<file path="config.mk">
export PLATFORM = sky130hd
export DESIGN_NAME = vec_issue_sequencer
export DESIGN_NICKNAME = d
export VERILOG_FILES = /design/src/rtl/vec_issue_pkg.sv /design/src/rtl/vec_inst_fifo.sv /design/src/rtl/vec_issue_sequencer.sv
export SDC_FILE = /design/constraint.sdc
export NUM_CORES = 1
export LEC_CHECK = 0
export CAP_MARGIN = 5
export CORE_ASPECT_RATIO = 0.9
export CORE_UTILIZATION = 55
export CTS_CLUSTER_SIZE = 24
export DETAILED_ROUTE_END_ITERATION = 16
export PLACE_DENSITY = 0.91
export SLEW_MARGIN = 20
export SYNTH_ARGS = -nofsm -noshare
export SYNTH_HDL_FRONTEND = slang
export SYNTH_HIERARCHICAL = 1
export SYNTH_SLANG_ARGS = --single-unit
</file>
<file path="constraint.sdc">
create_clock -name clk -period 5.9 [get_ports clk]
set_input_delay 0.885 -clock clk [delete_from_list [all_inputs] [get_ports clk]]
set_output_delay 0.885 -clock clk [all_outputs]
set_load 0.05 [all_outputs]
</file>
<file path="src/rtl/vec_issue_pkg.sv">
`default_nettype none
// ============================================================================
// Module : vec_issue_pkg
// Brief  : Shared types and defaults for the vector issue sequencer.
// Rev    : 1.0
// ============================================================================
package vec_issue_pkg;

  localparam int c_XLEN            = 32;
  localparam int c_DEPTH_DEFAULT   = 4;
  localparam int c_TIMEOUT_DEFAULT = 256;

  typedef enum logic [1:0] {
    IDLE  = 2'd0,
    ISSUE = 2'd1,
    BUSY  = 2'd2,
    RESP  = 2'd3
  } state_t;

  typedef struct packed {
    logic [c_XLEN-1:0] inst;
    logic [c_XLEN-1:0] rs1;
    logic [c_XLEN-1:0] rs2;
  } vec_entry_t;

endpackage
`default_nettype wire

</file>
<file path="src/rtl/vec_inst_fifo.sv">
`default_nettype none
// ============================================================================
// Module : vec_inst_fifo
// Brief  : Power-of-two instruction queue with wrap-around pointers.
// Rev    : 1.0
// ============================================================================
module vec_inst_fifo
  import vec_issue_pkg::*;
#(
  parameter int DEPTH = c_DEPTH_DEFAULT
) (
  input  logic                   clk,
  input  logic                   reset,
  input  logic                   push,
  input  vec_entry_t             push_data,
  input  logic                   pop,
  output logic                   full,
  output logic                   empty,
  output logic [$clog2(DEPTH):0] count,
  output vec_entry_t             head
);

  localparam int c_AW = $clog2(DEPTH);

  vec_entry_t        r_mem [DEPTH];
  logic [c_AW-1:0]   r_wr_ptr;
  logic [c_AW-1:0]   r_rd_ptr;
  logic [c_AW:0]     r_count;
  logic              w_push;
  logic              w_pop;

  assign full   = (r_count == (c_AW+1)'(DEPTH));
  assign empty  = (r_count == '0);
  assign count  = r_count;
  assign head   = r_mem[r_rd_ptr];
  assign w_push = push && !full;
  assign w_pop  = pop && !empty;

  // Storage carries no reset; validity is tracked by the count alone.
  always_ff @(posedge clk) begin
    if (w_push) begin
      r_mem[r_wr_ptr] <= push_data;
    end
  end

  always_ff @(posedge clk) begin
    if (reset) begin
      r_wr_ptr <= '0;
      r_rd_ptr <= '0;
      r_count  <= '0;
    end else begin
      if (w_push) begin
        r_wr_ptr <= r_wr_ptr + 1'b1;
      end
      if (w_pop) begin
        r_rd_ptr <= r_rd_ptr + 1'b1;
      end
      case ({w_push, w_pop})
        2'b10:   r_count <= r_count + 1'b1;
        2'b01:   r_count <= r_count - 1'b1;
        default: r_count <= r_count;
      endcase
    end
  end

endmodule
`default_nettype wire

</file>
<file path="src/rtl/vec_issue_sequencer.sv">
`default_nettype none
// ============================================================================
// Module : vec_issue_sequencer
// Brief  : Queues scalar-side vector instructions and issues them one at a time.
// Rev    : 1.0
// ============================================================================
module vec_issue_sequencer
  import vec_issue_pkg::*;
#(
  parameter int DEPTH   = c_DEPTH_DEFAULT,
  parameter int TIMEOUT = c_TIMEOUT_DEFAULT
) (
  input  logic                   clk,
  input  logic                   reset,
  input  logic                   inst_valid,
  input  logic [c_XLEN-1:0]      inst_in,
  input  logic [c_XLEN-1:0]      rs1_in,
  input  logic [c_XLEN-1:0]      rs2_in,
  output logic                   inst_ready,
  output logic                   issue_valid,
  output logic [c_XLEN-1:0]      issue_inst,
  output logic [c_XLEN-1:0]      issue_rs1,
  output logic [c_XLEN-1:0]      issue_rs2,
  input  logic                   is_vec,
  input  logic                   inst_done,
  output logic                   vec_pro_ack,
  output logic                   resp_err,
  input  logic                   scalar_pro_ready,
  output logic [$clog2(DEPTH):0] occupancy
);

  localparam int               c_WDW     = $clog2(TIMEOUT) + 1;
  localparam logic [c_WDW-1:0] c_WD_LAST = c_WDW'(TIMEOUT - 1);

  state_t            r_state;
  state_t            w_state_nxt;
  logic [c_WDW-1:0]  r_wd;
  logic [c_WDW-1:0]  w_wd_nxt;
  logic              r_err;
  logic              w_err_nxt;
  logic              w_pop;
  logic              w_full;
  logic              w_empty;
  vec_entry_t        w_push_data;
  vec_entry_t        w_head;

  assign w_push_data = '{inst: inst_in, rs1: rs1_in, rs2: rs2_in};

  vec_inst_fifo #(
    .DEPTH (DEPTH)
  ) u_fifo (
    .clk       (clk),
    .reset     (reset),
    .push      (inst_valid),
    .push_data (w_push_data),
    .pop       (w_pop),
    .full      (w_full),
    .empty     (w_empty),
    .count     (occupancy),
    .head      (w_head)
  );

  assign inst_ready = !w_full;
  assign issue_inst = w_head.inst;
  assign issue_rs1  = w_head.rs1;
  assign issue_rs2  = w_head.rs2;

  always_ff @(posedge clk) begin
    if (reset) begin
      r_state <= IDLE;
      r_wd    <= '0;
      r_err   <= 1'b0;
    end else begin
      r_state <= w_state_nxt;
      r_wd    <= w_wd_nxt;
      r_err   <= w_err_nxt;
    end
  end

  always_comb begin
    w_state_nxt = r_state;
    w_wd_nxt    = r_wd;
    w_err_nxt   = r_err;
    w_pop       = 1'b0;
    issue_valid = 1'b0;
    vec_pro_ack = 1'b0;
    resp_err    = 1'b0;
    case (r_state)
      IDLE: begin
        if (!w_empty) begin
          w_state_nxt = ISSUE;
        end
      end
      ISSUE: begin
        issue_valid = 1'b1;
        if (is_vec) begin
          w_wd_nxt    = '0;
          w_state_nxt = BUSY;
        end else begin
          w_pop       = 1'b1;
          w_err_nxt   = 1'b1;
          w_state_nxt = RESP;
        end
      end
      BUSY: begin
        issue_valid = 1'b1;
        w_wd_nxt    = r_wd + 1'b1;
        // Completion wins over an expiring watchdog in the same cycle.
        if (inst_done) begin
          w_pop       = 1'b1;
          w_err_nxt   = 1'b0;
          w_state_nxt = RESP;
        end else if (r_wd == c_WD_LAST) begin
          w_pop       = 1'b1;
          w_err_nxt   = 1'b1;
          w_state_nxt = RESP;
        end
      end
      RESP: begin
        vec_pro_ack = 1'b1;
        resp_err    = r_err;
        if (scalar_pro_ready) begin
          w_state_nxt = IDLE;
        end
      end
      default: w_state_nxt = IDLE;
    endcase
  end

endmodule
`default_nettype wire

</file>
### Word level (Yosys, flattened, before mapping)

Memories as Yosys holds them, arrays and structs flattened. A register that Yosys moved wholly into a read port is not among the register bits.
Index checks and enable logic that the tools add are counted.

* bits of input ports: 102
* latch bits: 0
* output and inout port bits: 103
* register bits: 19
* ROM bits: 0
* bits in writable memories: 384
* logic and storage cells: 60
* memories: 1

* reduce and logical (&&, ||, !) cells: 12
* bitwise logic cells: 0
* multiplexer cells: 24
* shift operators: 0
* add/sub/neg operators: 5
* eq/ne operators: 12
* order comparisons: 0
* multiply operators: 0
* div/mod/pow operators: 0

Memories
* u_fifo.r_mem: words 4, bits a word 96, rd ports 1, clocked after Yosys merged registers in 1, wr ports 1, RTL line vec_inst_fifo.sv:25 `vec_entry_t r_mem [DEPTH];`

Operator list (number)
* $pmux 9 s2: 1
* $mux 1: 12
* $mux 2: 6
* $add 9x1->9 const B: 1
* $eq 9x8->1 const B: 1
* $mux 9: 1
* $ne 2x2->1 const B: 4
* $pmux 2 s4: 1
* $eq 2x2->1 const B: 3
* $pmux 3 s2: 1
* $reduce_and 3->1: 2
* $add 2x1->2 const B: 2
* $eq 2x1->1 const B: 2
* $pmux 1 s2: 2
* $reduce_bool 2->1: 2
* $add 3x1->3 const B: 1
* $eq 3x3->1 const B: 1
* $logic_not 3->1: 1
* $ne 3x3->1 const B: 1
* $sub 3x1->3 const B: 1
* $logic_and 1x1->1: 2
* $logic_not 1->1: 2
* $logic_not 2->1: 1
* $reduce_and 2->1: 1
* $reduce_or 2->1: 1

### Longest topological paths before layout

Gate-level depths: netlist of the first run.

* word-level depth: 7
* mapped depth: 14
* mapped depth without buffers: 14

### Modules after synthesis

The synthesis of the first run kept the hierarchy.

By module, submodules not included
* vec_inst_fifo: times used 1, cells an instance 556, sequential area each 11711.2 um^2, area an instance 14328.7 um^2
* vec_issue_sequencer: times used 1, cells an instance 89, sequential area each 240.2 um^2, area an instance 787.0 um^2

### Least setup slack after synthesis of the first run

No wires, ideal clock.

* kind: in2reg
* start point: input inst_valid
* end point: memory u_fifo/r_mem[0][0] in the netlist's numbering (enable)
* arrival: 3.436 ns
* library setup time: 0.466 ns
* path buffers: 0
* data required time: 5.434 ns
* cell stages on the path: 3
* slack: 1.998 ns
* cell sequence: inv_1 nor2_1 and2_1

* word-level cells in the longest chain between the ends: 3

Ends and longest elaborated chain
* start, declared: RTL line vec_issue_sequencer.sv:15 `input logic inst_valid,`
* $logic_and 1x1->1: RTL line vec_inst_fifo.sv:36 `assign w_push = push && !full;`
* $mux 1: RTL line vec_inst_fifo.sv:41 `if (w_push) begin`
* $mux 1 (implied by the code): RTL line vec_inst_fifo.sv:42 `r_mem[r_wr_ptr] <= push_data;`
* end, declared: RTL line vec_inst_fifo.sv:25

Every way passes these cells.

==> results by group, run 1 <==
Global route
  • Number of global-route vias before repair: between 7000 and 8000
  • Global-route wire length before repair: 44.91 mm
  • Global route overflow: 0
  • Largest net degree at the start of global routing: 55
  • Total GRT Usage: 0.2160
  • Initial antenna violation count: 2

Detailed routing
  • Vias per cell: 5.783
  • Drc violations: 0
  • Post-route antenna net violation count: 0
  • DRT iter0 DRCs: 590
  • Via count: 7269
  • Final WL: 29.71 mm
  • Initial DRT Pass Iterations: 5
  • Avg WL per Cell: between 20 and 25 um

Pwr
  • VDD IR max: roughly 0.3 mV
  • Logic pwr share: 0.155
  • Static Leak: 0.005935 uW
  • Clock power share: 0.352
  • PD cells: 363.6 nW/um2
  • Power Internal: a little over 5000 uW
  • Net Switching: about 1700 uW
  • Sw Share: 0.2508
  • Sequential share of power: 0.492
  • Power Total: 6830 uW

Floorplanning
  • Chip width: between 150 and 200 um
  • Die Span Y: 159.3 um
  • Die area: 28150 um2
  • Initial Utilization: 0.5592
  • I/O pins: 205
  • Count of standard-cell rows: 57
  • Core area: approximately 27000 um2

Clock tree
  • CTS tree: yes
  • Reg clk slew, reported paths: 0.06 ns
  • Post-CTS setup buffer count: 0
  • CTS Sinks: 405
  • CTS max path bufs: 3
  • Inserted Clock Buffers: 39
  • Clk root buf: clkbuf_16
  • Clk Latency, worst-skew pair: 0.52 ns
  • H-tree depth: 2
  • CTS Hold Bufs: 0
  • Quantity of gates resized following cts: 0

STA
  • Worst-margin pin slew: 0.8228 ns
  • Final setup viols: 0
  • Hold slack: 0.4888 ns
  • Clock skew: between 0.01 and 0.015 ns
  • Max transition margin: 0.4515
  • Fin. max-slew vios: 0
  • Fmax: 0.2613 GHz
  • RSZ-0062 raised after global routing: false
  • Tmin final: 3.827 ns
  • Final worst-path cycle share: 0.6486
  • Hold Vio Cnt, Final: 0
  • TNS Setup: 0 ns

Logic synthesis
  • Synth Register Bits: 405
  • Synthesized Nets: 759
  • Compound-Gate Fraction of Synth Area: 0.01631
  • Adder-cell area share of the yosys netlist: 0.01043
  • Main combinational cell family by area after synthesis: multiplexers
  • Multiplexer area fraction after synthesis: 0.1457
  • Yosys synthesis warning count: 6
  • Synth Area in Simple Gates: 0.01771
  • Synthesized area: between 15000 and 20000 um2
  • Cell variety after synth: 43
  • Synth Instances: 645
  • Post-synthesis xor/xnor area fraction: 0.001738
  • Register area share after synthesis: 0.7907
  • Mean Syn Cell Area: 23.44 um2

Critical path
  • Reg-to-reg startpoint: r_state[1]
  • FF-to-FF setup slack: 3.01 ns
  • Reg2Reg Depth: 12
  • Critical path arrival: 2.94 ns
  • WS Path Type: flop to output pin
  • Worst Path Max Fanout: 33
  • Crit path capture type: output pin
  • Data required, critical path: 5.02 ns
  • Worst r2r dst: u_fifo/count[2]
  • Worst Setup EP: issue_rs2[29]
  • Worst setup SP type: flop

Finish
  • Most common cell after layout, fill and taps aside: edfxtp_1
  • Final core utilization: 0.6949
  • Commonest non-fill, non-tap cells in the layout: edfxtp_1, clkdlybuf4s50_1, mux4_2, clkbuf_16, dfxtp_1
  • Layout cell share with drive strength beyond 1: 0.1962
  • Filler Cell Count: between 1500 and 2000
  • Final std cells w/o fill: 1257
  • Synth-to-layout area growth: 24.26%
  • Layout net count: 988

Outcome
  • Status: finished, final reports clean

Placed design
  • # placed instances: 1187
  • DP Wirelength: 17.80 mm
  • Routability cong.: just under 0.8
  • PortBufs: between 200 and 250

Hold path
  • Hold Crit Class: flop to flop

Job
  • Max-Cap Viols: 0
[stage by stage]
step	cell area (um2)	worst slack [ns]
after global placement	17520	2.570
after global routing	18780	1.901
after floorplan	15120	1.998
final	18780	2.073
after CTS	18780	1.968
after detailed placement	17520	2.475
[worst max-delay path, cell delays in order (launching register included)]
cell	delay, ns
dfxtp_4	0.48
buf_4	0.58
mux4_2	0.61
clkdlybuf4s50_1	0.72
[per-layer routing]
layer  global-route usage  part of all wire  wire (um)
met5                    0           0.00044         13
met4              0.04702             0.013        390
met3              0.05110             0.079       2349
met2               0.3488              0.50      14870
met1               0.3032              0.41      12090
[cells in the mapped netlist]
library cell	number	area, um2
xor2_1	3	26.28
nor2_1	7	26.28
nand2b_1	4	25.02
nor2b_1	3	18.77
inv_4	1	6.260
o31a_1	1	8.760
o21ai_2	1	8.760
o21ai_0	7	35.03
a21oi_2	1	8.760
or2b_1	1	7.510
fa_1	1	20.02
or3_1	3	18.77
o21a_1	2	15.01
nand3_1	4	20.02
nand4_1	1	6.260
or4_4	1	11.26
o41ai_1	2	17.52
mux4_2	96	2162
or4_1	2	15.01
nor3b_1	2	15.01
a311oi_1	1	8.760
mux2i_1	4	40.04
a21oi_1	11	55.05
and2_1	6	37.54
nor3_1	1	5.000
a31oi_1	1	6.260
buf_2	13	65.06
nor4_1	4	25.02
a311o_1	3	30.03
o211ai_1	3	22.52
buf_8	4	60.06
or3_2	1	7.510
buf_1	1	3.750
dfxtp_1	21	420.4
nand2_1	4	15.01
ha_1	11	137.6
inv_1	15	56.30
nor2b_4	1	13.76
o31ai_1	4	30.03
buf_6	3	33.78
clkbuf_1	5	18.77
edfxtp_1	384	11530
buf_12	1	20.02
[flip-flops by register name (all words and copies together) (netlist names), named ones only]
signal / cells
r_err: 1
r_state: 2
r_wd: 9
u_fifo/count: 3
u_fifo/r_mem: 384
u_fifo/r_rd_ptr: 2
u_fifo/r_wr_ptr: 2
[cell families after synthesis]
group	count (synthesis)
AO/OA/AOI/OAI	37
XOR/XNOR	3
adder cells (fa/ha/maj)	12
buffers and inverters	43
flip-flops	405
multiplexers	100
AND/OR/NAND/NOR	45
[layout make-up]
class / count / area, um2 / area share
inverter: 16 / 62.56 / 0.003331
multi-input combinational: 197 / 2910 / 0.1549
sequential: 405 / 11960 / 0.6367
tap: 354 / 442.9 / 0.02358
antenna: 1 / 2.502 / 0.0001332
clock inverter: 28 / 251.5 / 0.01339
clock buffer: 41 / 1005 / 0.05349
timing repair buffer: 215 / 2150 / 0.1144
[worst min-delay path by stage]
stage	depth (start not counted)	from	slack, ns	endpoint
after floorplan	1	r_err	0.43	r_err
after global placement	1	r_err	0.46	r_err
after detailed placement	1	r_err	0.47	r_err
after CTS	1	r_err	0.49	r_err
after global routing	1	r_err	0.51	r_err
final	1	r_err	0.49	r_err
[power by group through the flow]
stage / Clock, uW / Combinational [uW] / Sequential [uW]
after floorplan: 0 / 722 / 3420
after CTS: 2450 / 1070 / 3360
after detailed placement: 0 / 1060 / 3420
final: 2410 / 1060 / 3360
after global routing: 2560 / 1120 / 3370
after global placement: 0 / 1040 / 3410
No activity file was read; power rests on OpenSTA's default activity.
==> run 2, diff against run 1 <==
- CORE_UTILIZATION: 55 -> 49
- PLACE_DENSITY: 0.91 -> 0.86
- clock period: 5.9 -> 3.2 ns (I/O delays scaled with it)
==> results by group, run 2 (synthesized netlist as in run 1, its figures left out) <==
Outcome
  • Status: finished, final reports clean

Detailed routing
  • Final WL: 28.90 mm (-2.7%)
  • Initial DRT Pass Iterations: 5 (unchanged)
  • Post-route antenna net violation count: 0 (unchanged)
  • Vias per cell: 5.486 (-5.1%)
  • Via count: 7203 (-0.91%)
  • Drc violations: 0 (unchanged)
  • DRT iter0 DRCs: 561 (-4.9%)
  • Avg WL per Cell: 22.01 um (-6.9%)

Floorplanning
  • Chip width: 187.1 um (+5.9%)
  • Die Span Y: 168.6 um (+5.9%)
  • Core area: 30100 um2 (+11%)
  • I/O pins: 205 (unchanged)
  • Initial Utilization: 0.5021 (-0.05711)
  • Die area: 31560 um2 (+12%)
  • Count of standard-cell rows: 60 (+5.3%)

STA
  • RSZ-0062 raised after global routing: false
  • Fin. max-slew vios: 0 (unchanged)
  • Clock skew: 0.01284 ns (+0.001903 ns)
  • Max transition margin: 0.5827 (+0.1312)
  • Final worst-path cycle share: 0.9647
  • Hold Vio Cnt, Final: 0 (unchanged)
  • Fmax: 0.3239 GHz
  • Final setup viols: 0 (unchanged)
  • Worst-margin pin slew: 0.6247 ns (-0.1981 ns)
  • Final WS setup: 0.1130 ns (-1.960 ns)
  • Tmin final: 3.087 ns
  • TNS Setup: 0 ns (unchanged)

Global route
  • Number of global-route vias before repair: 7695 (-0.29%)
  • Global route overflow: 0 (unchanged)
  • Initial antenna violation count: 0 (-2)
  • Global-route wire length before repair: 44.64 mm (-0.58%)
  • Total GRT Usage: 0.1873 (-0.02870)
  • Largest net degree at the start of global routing: 57 (+3.6%)

Finish
  • Layout net count: 997 (+0.91%)
  • Filler Cell Count: 1986 (+24%)
  • Most common cell after layout, fill and taps aside: edfxtp_1
  • Antenna Cells: 0 (-1)
  • Layout cell share with drive strength beyond 1: 0.1956 (-0.0006262)
  • Synth-to-layout area growth: 25.77%
  • Max FFs per register: 384 (unchanged)
  • Commonest non-fill, non-tap cells in the layout: edfxtp_1, clkdlybuf4s50_1, mux4_2, clkbuf_16, dfxtp_1
  • Most flops, register: u_fifo/r_mem

Critical path
  • Worst setup SP type: flop
  • Critical-path cell list: buf_12 > mux4_2 > clkdlybuf4s50_1
  • Crit path capture type: output pin
  • Critical path arrival: 2.61 ns (-0.33 ns)
  • Largest stage delay, worst path: 0.75 ns (+0.03 ns)
  • WS Path Type: flop to output pin
  • Worst Path Max Fanout: 44 (+33%)
  • Bufs and invs on worst path: 2 (unchanged)
  • Crit path max-delay family: buffers and inverters
  • Slowest cell on crit path: clkdlybuf4s50_1
  • Data required, critical path: 2.72 ns (-2.30 ns)

Clock tree
  • Post-CTS setup buffer count: 0 (unchanged)
  • Inserted Clock Buffers: 41 (+5.1%)
  • Quantity of gates resized following cts: 0 (unchanged)
  • CTS Sinks: 405 (unchanged)
  • Reg clk slew, reported paths: 0.06 ns (about the same)
  • Clk root buf: clkbuf_16
  • CTS Hold Bufs: 0 (unchanged)
  • CTS tree: yes
  • Clk Latency, worst-skew pair: 0.52 ns (about the same)
  • H-tree depth: 2 (unchanged)
  • CTS max path bufs: 3 (unchanged)

Placed design
  • Routability cong.: 0.7601 (-4.2%)
  • DP Wirelength: 17.65 mm (-0.83%)
  • PortBufs: 204 (unchanged)
  • Place WS: 0.3515 ns (-2.124 ns)

Job
  • Max-Cap Viols: 0 (unchanged)

Pwr
  • Power Total: 12600 uW (+84%)
  • PD cells: 662.5 nW/um2 (+82%)
  • Static Leak: 0.005993 uW (+0.98%)
  • VDD IR max: 0.5391 mV (+79%)

Hold path
  • Hold Crit Class: flop to flop
-- run 2: changes by cell type in the layout (fill, tap and decap cells not counted) --
cell and delta:
clkinv_4 -1, inv_6 +2, buf_4 -4, diode_2 -1, clkinv_8 -1, clkinvlp_4 -2, buf_12 +11, bufinv_16 -1
clkbuf_1 +7, clkinv_2 -4, clkbuf_16 +1
-- run 2: final timing paths --
check,start,endpoint,slack [ns],cells past startpoint
setup / recovery,flop,issue_rs1[22],0.11,3
hold / removal,r_err,r_err,0.47,1
setup reg to reg,r_state[0],u_fifo/count[2],0.36,12
hold reg to reg,r_err,r_err,0.47,1
-- run 2: metal layers --
layer / vias up / share of wire / GRT usage
met3: 48 / 0.077 / 0.04250
met2: 288 / 0.49 / 0.3098
met5: - / 0 / 0
li1: 3193 / - / -
met4: 0 / 0.019 / 0.04918
met1: 3674 / 0.41 / 0.2534
-- run 2: layout make-up --
type | count | area [um2] | area share
Timing Repair Buffer | 222 | 2340 | 0.1231
Tap cell | 403 | 504.2 | 0.02652
Clock buffer | 49 | 1056 | 0.05555
Clock inverter | 21 | 178.9 | 0.009412
Inverter | 16 | 62.56 | 0.003291
Multi-Input combinational cell | 197 | 2910 | 0.1531
Sequential cell | 405 | 11960 | 0.6291
-- run 2: where the power goes --
| group | internal (uW) | switching [uW] | total [uW] |
|---|---|---|---|
| combinational | 762 | 1230 | 1990 |
| clock | 2590 | 1840 | 4420 |
| sequential | 6090 | 89.7 | 6180 |
-- run 2: stage by stage --
| step | cells | hold WS, ns | instance area, um2 | utilization |
|---|---|---|---|---|
| after floorplan | 645 | 0.4322 | 15120 | - |
| after global placement | 1243 | 0.4501 | 17780 | 0.5905 |
| after detailed placement | 1243 | 0.4519 | 17780 | 0.5905 |
| after CTS | 1313 | 0.4685 | 19010 | 0.6315 |
| after global routing | 1313 | 0.4896 | 19010 | 0.6315 |
| final | 1313 | 0.4692 | 19010 | 0.6315 |
==> run 3, diff against run 2 <==
- ABC_AREA: default -> 0
- SETUP_SLACK_MARGIN: default -> 0.1
==> results by group, run 3 (synthesized netlist as in run 1, its figures left out) <==
Pwr
  • VDD IR max: 0.5408 mV (+0.32%)
  • Power Total: 12580 uW (-0.16%)
  • Static Leak: 0.006338 uW (+5.8%)
  • PD cells: 659.5 nW/um2 (-0.46%)

Detailed routing
  • Via count: 7216 (+0.18%)
  • Final WL: 29.19 mm (+0.99%)
  • Vias per cell: 5.496 (+0.18%)
  • DRT iter0 DRCs: 572 (+2.0%)
  • Initial DRT Pass Iterations: 5 (unchanged)
  • Avg WL per Cell: 22.23 um (+0.99%)
  • Post-route antenna net violation count: 0 (unchanged)
  • Drc violations: 0 (unchanged)

Placed design
  • Routability cong.: 0.7601 (unchanged)
  • DP Wirelength: 17.65 mm (unchanged)
  • PortBufs: 204 (unchanged)

STA
  • Fin. max-slew vios: 0 (unchanged)
  • Final setup viols: 0 (unchanged)
  • Worst-margin pin slew: 0.6264 ns (+0.001719 ns)
  • Final worst-path cycle share: 0.9413 (-0.02334)
  • TNS Setup: 0 ns (unchanged)
  • Hold Vio Cnt, Final: 0 (unchanged)
  • Max transition margin: 0.5815 (-0.001148)
  • RSZ-0062 raised after global routing: true
  • Clock skew: 0.01217 ns (-0.0006735 ns)
  • Fmax: 0.3320 GHz (+2.5%)
  • Tmin final: 3.012 ns (-0.07468 ns)

Critical path
  • Slowest cell on crit path: clkdlybuf4s50_1
  • Critical-path cell list: buf_12 > mux4_2 > clkdlybuf4s50_1
  • Reg-to-reg startpoint: r_state[0]
  • WS Path Type: flop to output pin
  • Crit path capture type: output pin
  • Critical path arrival: 2.53 ns (-0.08 ns)
  • Worst Path Max Fanout: 33 (-25%)
  • Largest stage delay, worst path: 0.74 ns (about the same)
  • Data required, critical path: 2.72 ns (about the same)
  • Worst setup SP type: flop
  • FF-to-FF setup slack: 0.37 ns (about the same)

Floorplanning
  • Chip width: 187.1 um (unchanged)
  • Initial Utilization: 0.5021 (unchanged)
  • Die area: 31560 um2 (unchanged)
  • Core area: 30100 um2 (unchanged)
  • Count of standard-cell rows: 60 (unchanged)
  • Die Span Y: 168.6 um (unchanged)
  • I/O pins: 205 (unchanged)

Clock tree
  • Reg clk slew, reported paths: 0.06 ns (about the same)
  • CTS Sinks: 405 (unchanged)
  • H-tree depth: 2 (unchanged)
  • CTS tree: yes
  • CTS Hold Bufs: 0 (unchanged)
  • Quantity of gates resized following cts: 25 (+25)
  • Inserted Clock Buffers: 41 (unchanged)
  • Post-CTS setup buffer count: 0 (unchanged)
  • Clk root buf: clkbuf_16
  • CTS max path bufs: 3 (unchanged)
  • Clk Latency, worst-skew pair: 0.52 ns (about the same)

Global route
  • Number of global-route vias before repair: 7695 (unchanged)
  • Total GRT Usage: 0.1874 (about the same)
  • Initial antenna violation count: 0 (unchanged)
  • Largest net degree at the start of global routing: 57 (unchanged)
  • Global-route wire length before repair: 44.67 mm (about the same)
  • Global route overflow: 0 (unchanged)

Hold path
  • Hold Crit Class: flop to flop
  • Worst Hold Launch: r_err

Finish
  • Synth-to-layout area growth: 26.15%
  • Antenna Cells: 0 (unchanged)
  • Layout cell share with drive strength beyond 1: 0.1956 (unchanged)
  • Most common cell after layout, fill and taps aside: edfxtp_1
  • Max FFs per register: 384 (unchanged)
  • Most flops, register: u_fifo/r_mem
  • Commonest non-fill, non-tap cells in the layout: edfxtp_1, clkdlybuf4s50_1, mux4_2, clkbuf_16, dlymetal6s2s_1
  • Final core utilization: 0.6334 (+0.001911)
  • Layout net count: 997 (unchanged)

Outcome
  • Status: finished, final reports clean

Job
  • Max-Cap Viols: 0 (unchanged)
-- run 3: metrics by stage --
stage	hold slack [ns]	instances	worst slack, ns	instance area (um2)
after floorplan	0.4322	645	0.2926	15120
after global placement	0.4501	1243	0.4417	17780
after detailed placement	0.4519	1243	0.3515	17780
after CTS	0.4685	1313	0.1002	18980
after global routing	0.4896	1313	0.09769	19070
final	0.4725	1313	0.1877	19070
-- run 3: per-layer routing --
| metal | vias up | GRT usage | wire, um |
|---|---|---|---|
| met5 | - | 0 | 0 |
| li1 | 3195 | - | - |
| met2 | 297 | 0.3100 | 14360 |
| met4 | 0 | 0.04918 | 545 |
| met1 | 3676 | 0.2537 | 12020 |
| met3 | 48 | 0.04250 | 2266 |
-- run 3: worst paths after layout --
path | endpoint | depth (start not counted)
max | issue_rs2[23] | 3
min reg2reg | r_err | 1
max reg2reg | u_fifo/count[2] | 12
min | r_err | 1
-- run 3: final cells by class --
| cell class | count | area, um2 |
|---|---|---|
| Multi-Input combinational cell | 197 | 2910 |
| Fill cell | 1985 | 11040 |
| Clock inverter | 21 | 178.9 |
| Timing Repair Buffer | 222 | 2397 |
| Tap cell | 403 | 504.2 |
| Sequential cell | 405 | 11960 |
| Inverter | 16 | 62.56 |
| Clock buffer | 49 | 1056 |
-- run 3: power breakdown --
part           internal [uW]  leakage (uW)  switching [uW]
clock network           2590      0.000606            1850
logic                    731       0.00203            1230
registers               6090       0.00370            89.7
-- run 3: critical path, delay by kind of cell (launching register included) --
family	cells	cell delay [ns]
muxes	1	0.55
DFF	1	0.41
buffers and inverters	2	1.04
